**config.mk**
```make
export PLATFORM = sky130hd
export DESIGN_NAME = wb_ram_bridge
export DESIGN_NICKNAME = d
export VERILOG_FILES = /design/src/rtl/wb_ram_bridge.sv
export SDC_FILE = /design/constraint.sdc
export NUM_CORES = 1
export LEC_CHECK = 0
export ABC_CLOCK_PERIOD_IN_PS = 2600
export BUFFER_PORTS_ARGS = -buffer_cell sky130_fd_sc_hd__buf_2
export CAP_MARGIN = 20
export CORE_AREA = 8 8 68 70
export CTS_CLUSTER_DIAMETER = 50
export DETAILED_ROUTE_END_ITERATION = 6
export DIE_AREA = 0 0 76 78
export PLACE_DENSITY = 0.8
export SETUP_SLACK_MARGIN = 0.3
export SLEW_MARGIN = 20
export SYNTH_ARGS = -nofsm -noshare
export SYNTH_HDL_FRONTEND = slang
export SYNTH_SLANG_ARGS = --single-unit
```
**constraint.sdc**
```tcl
create_clock -name clk -period 2.6 [get_ports clk]
set_input_delay 0.13 -clock clk [delete_from_list [all_inputs] [get_ports clk]]
set_output_delay 0.13 -clock clk [all_outputs]
set_load 0.01 [all_outputs]
```
**src/rtl/wb_ram_bridge.sv**
```systemverilog
// Wishbone slave in front of a sync-read byte-enabled single-port RAM.
// Optional read-burst prefetch: define WB_RAM_BRIDGE_BURST_EN.
module wb_ram_bridge #(
  parameter int ADDR_WIDTH    = 10,
  parameter int DATA_WIDTH    = 32,
  parameter int WB_ADDR_WIDTH = 32
) (
  input  logic                      clk,
  input  logic                      rst,
  input  logic                      wb_cyc,
  input  logic                      wb_stb,
  input  logic                      wb_we,
  input  logic [WB_ADDR_WIDTH-1:0]  wb_adr,
  input  logic [DATA_WIDTH-1:0]     wb_dat_ms,
  input  logic [DATA_WIDTH/8-1:0]   wb_sel,
  input  logic [2:0]                wb_cti,
  input  logic [1:0]                wb_bte,
  output logic [DATA_WIDTH-1:0]     wb_dat_sm,
  output logic                      wb_ack,
  output logic                      wb_err,
  output logic [ADDR_WIDTH-1:0]     ram_addr,
  output logic [DATA_WIDTH-1:0]     ram_wdata,
  output logic [DATA_WIDTH/8-1:0]   ram_be,
  output logic                      ram_we,
  input  logic [DATA_WIDTH-1:0]     ram_rdata
);

  typedef enum logic [1:0] {
    IDLE,
    ACK,
    ERR
  } state_t;

  state_t state;
  state_t nxt;

  logic                  req;
  logic                  oor;
  logic [ADDR_WIDTH-1:0] word;
  logic                  unused;

  assign req    = wb_cyc & wb_stb;
  assign word   = wb_adr[ADDR_WIDTH+1:2];
  assign oor    = |wb_adr[WB_ADDR_WIDTH-1:ADDR_WIDTH+2];
  assign unused = ^{wb_adr[1:0], wb_cti, wb_bte};

`ifdef WB_RAM_BRIDGE_BURST_EN
  logic [WB_ADDR_WIDTH-3:0] nword;
  logic                     nxt_oor;
  logic                     burst;

  // next beat's range check, taken from the current beat's address
  assign nword   = wb_adr[WB_ADDR_WIDTH-1:2]
                 + {{(WB_ADDR_WIDTH-3){1'b0}}, 1'b1};
  assign nxt_oor = |nword[WB_ADDR_WIDTH-3:ADDR_WIDTH];
  assign burst   = req & ~wb_we
                 & (wb_cti == 3'b010)
                 & (wb_bte == 2'b00);
`endif

  assign ram_wdata = wb_dat_ms;
  assign ram_be    = wb_sel;
  assign wb_ack    = (state == ACK);
  assign wb_err    = (state == ERR);

  always_ff @(posedge clk or posedge rst) begin
    if (rst) state <= IDLE;
    else     state <= nxt;
  end

  always_comb begin
    nxt       = state;
    ram_we    = 1'b0;
    ram_addr  = word;
    wb_dat_sm = '0;
    unique case (state)
      IDLE: begin
        if (req) begin
          if (oor) begin
            nxt = ERR;
          end else begin
            nxt    = ACK;
            ram_we = wb_we & ~rst;
          end
        end
      end
      ACK: begin
        nxt = IDLE;
        if (req & ~wb_we) wb_dat_sm = ram_rdata;
`ifdef WB_RAM_BRIDGE_BURST_EN
        // prefetch so the following beat can ack next cycle
        ram_addr = word + {{(ADDR_WIDTH-1){1'b0}}, 1'b1};
        if (burst) nxt = nxt_oor ? ERR : ACK;
`endif
      end
      ERR:     nxt = IDLE;
      default: nxt = IDLE;
    endcase
  end

endmodule

```
==> reports/metrics.csv <==
metric;value;unit
Period minus WS final;1.90;ns
vias in the first global route;791;
count leader, synth;buf_4;
clk sinks;2;
Crit-path slowest cell;nor3b_4;
synth warn;0;
# port buffers;91;
CP cell instances;nor2b_4, nor3b_4, and2_1, buf_2;
DP Cell Count;190;
max FFs per register;2;
Post-synth EDFFs;0;
VDD IR-drop max;0.000100;V
core footprint;3550;um^2
die width;76;um
syn avg cell area;7.34;um^2
CTS clock-pin slew for the worst setup and hold paths;0.03;ns
Setup Fix Bufs, Post-CTS;0;
Vias;761;
MaxCap Viol Count;0;
Fillers;389;
Distinct cells, synth;15;
outcome;complete, no violations;
ys async rst share;100;%
Post-Syn Nets;210;
area of placed instances;890;um^2
CTS resizes;0;
Hold Crit Class;in2reg;
Root Driver;clkbuf_4;
Largest stage delay, worst path;0.67;ns
top flop regs;state: 2 flops;
CTS tree;done;
cell area after technology mapping;734;um^2
Cell Pwr Density;163;nW/um^2
Fin Setup TNS;0;ns
I/O pin count;191;
GP Congestion;0.795;
crit path max fanout;32;
Tightest Pin Transition;0.784;ns
drt wl/cell;14.1;um
Clock Tree Buf Depth;2;
Vias/cell;3.92;
RSZ-0062 raised after global routing;false;
# hold bufs at CTS;1;
most flop-heavy register;state;
fin crit share;73.0;%
area grow syn2layout;25.6;%
Final Net Count;258;
Critical Path Source Type;flip-flop;
drt first pass iters;2;
CTS Buf Count;3;
post-route ant nets;0;
post-synthesis sequential area ratio;6.81;%
cell taking the most area after synthesis;buf_4;
Pins Over Slew Limit;0;
Crit. End Element;output pin;
Iteration-0 DRC Markers;2;
worst reg-to-reg setup slack;1.47;ns
largest cells by area after synthesis;buf_4 (47%), and2_1 (27%), dfrtp_1 (6.8%);
remaining routing DRC violations;0;
layout cells sized above 1;67.1;%
GR Overflow Total;0;
pin count of the biggest net entering global routing;33;
synth cell count leaders;buf_4 (46), and2_1 (32), nor4_1 (5);
num rows;22;
share of the synthesized area in the top cell type;47.0;%
Final Instance Area;922;um^2
crit path buf inv count;1;
first-pass GRT wire length;4070;um
Max transition margin;47.6;%
Mapped Cells;100;
WL final;2740;um
starting density of the core;20.7;%
delay-heaviest family, CP;simple AND/OR/NAND/NOR gates;
Non-Filler Instances;194;
Crit Path Class;reg2out;
Lkg Pwr;0.590;nW
Final Hold Fails;0;
n_diodes;0;
gr usage total;8.42;%
initial antenna violation count;0;
CP required;2.47;ns
H-tree levels;1;
Peak Freq;527;MHz
skew final;0.00117;ns
DP Wirelength;2500;um
die area;5930;um^2
endpoints failing setup;0;
Synth Flop Type;dfrtp_1;
critical path arrival;1.77;ns
die height;78;um
clk_lat worst skew;0.22;ns
FF+latch count, synth;2;
final timing paths:
kind | start | depth (start not counted) | to
worst max-delay path | state[1]$_DFFE_PP0P_ | 4 | wb_dat_sm[10]
worst min-delay path | wb_adr[14] | 4 | state[0]$_DFFE_PP0P_
worst max register to register | state[0]$_DFFE_PP0P_ | 2 | state[1]$_DFFE_PP0P_
worst min register to register | state[0]$_DFFE_PP0P_ | 2 | state[0]$_DFFE_PP0P_
max in group asynchronous | rst | 3 | state[1]$_DFFE_PP0P_
min in group asynchronous | rst | 3 | state[0]$_DFFE_PP0P_
worst min-delay path, stage by stage:
cell,delay [ns]
buf_2,0.07
nor4_1,0.04
nand3_1,0.11
nor3_1,0.07
power breakdown:
group	internal (W)	total [W]	switching [W]
sequential	0.0000322	0.0000331	0.000000924
combinational	0.0000338	0.0000483	0.0000145
clock	0.0000510	0.0000691	0.0000181
total	0.000117	0.000151	0.0000335
stage by stage:
stage | total power, W | worst slack (ns) | hold slack [ns] | utilization, %
finish | 0.000151 | 0.703 | 0.246 | 26.0
CTS | 0.000157 | 0.637 | 0.239 | 26.0
detailed placement | 0.0000816 | 0.881 | -0.00683 | 25.1
floorplan | 0.000113 | 1.32 | -0.120 | -
global route | 0.000172 | 0.454 | 0.256 | 26.0
global placement | 0.0000804 | 0.951 | -0.0127 | 25.1
placed cells by master, fill, tap and decap left out:
master         synthesis  layout
clkbuf_4               0       3
nor3_1                 1       1
and2_1                32      32
o21ba_2                1       1
dlygate4sd3_1          0       1
nand3_1                1       1
nor2b_1                1       1
nor3b_4                1       1
nand2_1                3       3
nor4_1                 5       5
nor4_2                 1       1
inv_1                  1       1
buf_2                  0      91
nor2b_4                1       1
or3_1                  1       1
dfrtp_1                2       2
layer usage:
metal / up-vias / track usage (%) / share of wire [%]
met5: - / 0 / 0
met4: 0 / 5.49 / 3.9
met3: 16 / 9.10 / 22
met2: 87 / 12.3 / 43
met1: 298 / 6.72 / 31
li1: 360 / - / -
cells by family after synthesis:
family	count (synthesis)	synth area share, %
buffers and inverters	50	49.6
and+or+nand+nor	47	42.2
DFF	2	6.81
AOI/OAI and AO/OA	1	1.36
final cells by class:
class	instances	area, um^2	share of cell area [%]
clock buffer	3	22.5	2.44
timing repair buffer	92	465	50.5
multi-input combinational	48	320	34.7
inverter	1	3.75	0.407
sequential	2	50.0	5.43
tap	48	60.1	6.51
Power figures use the tool's default switching activity.
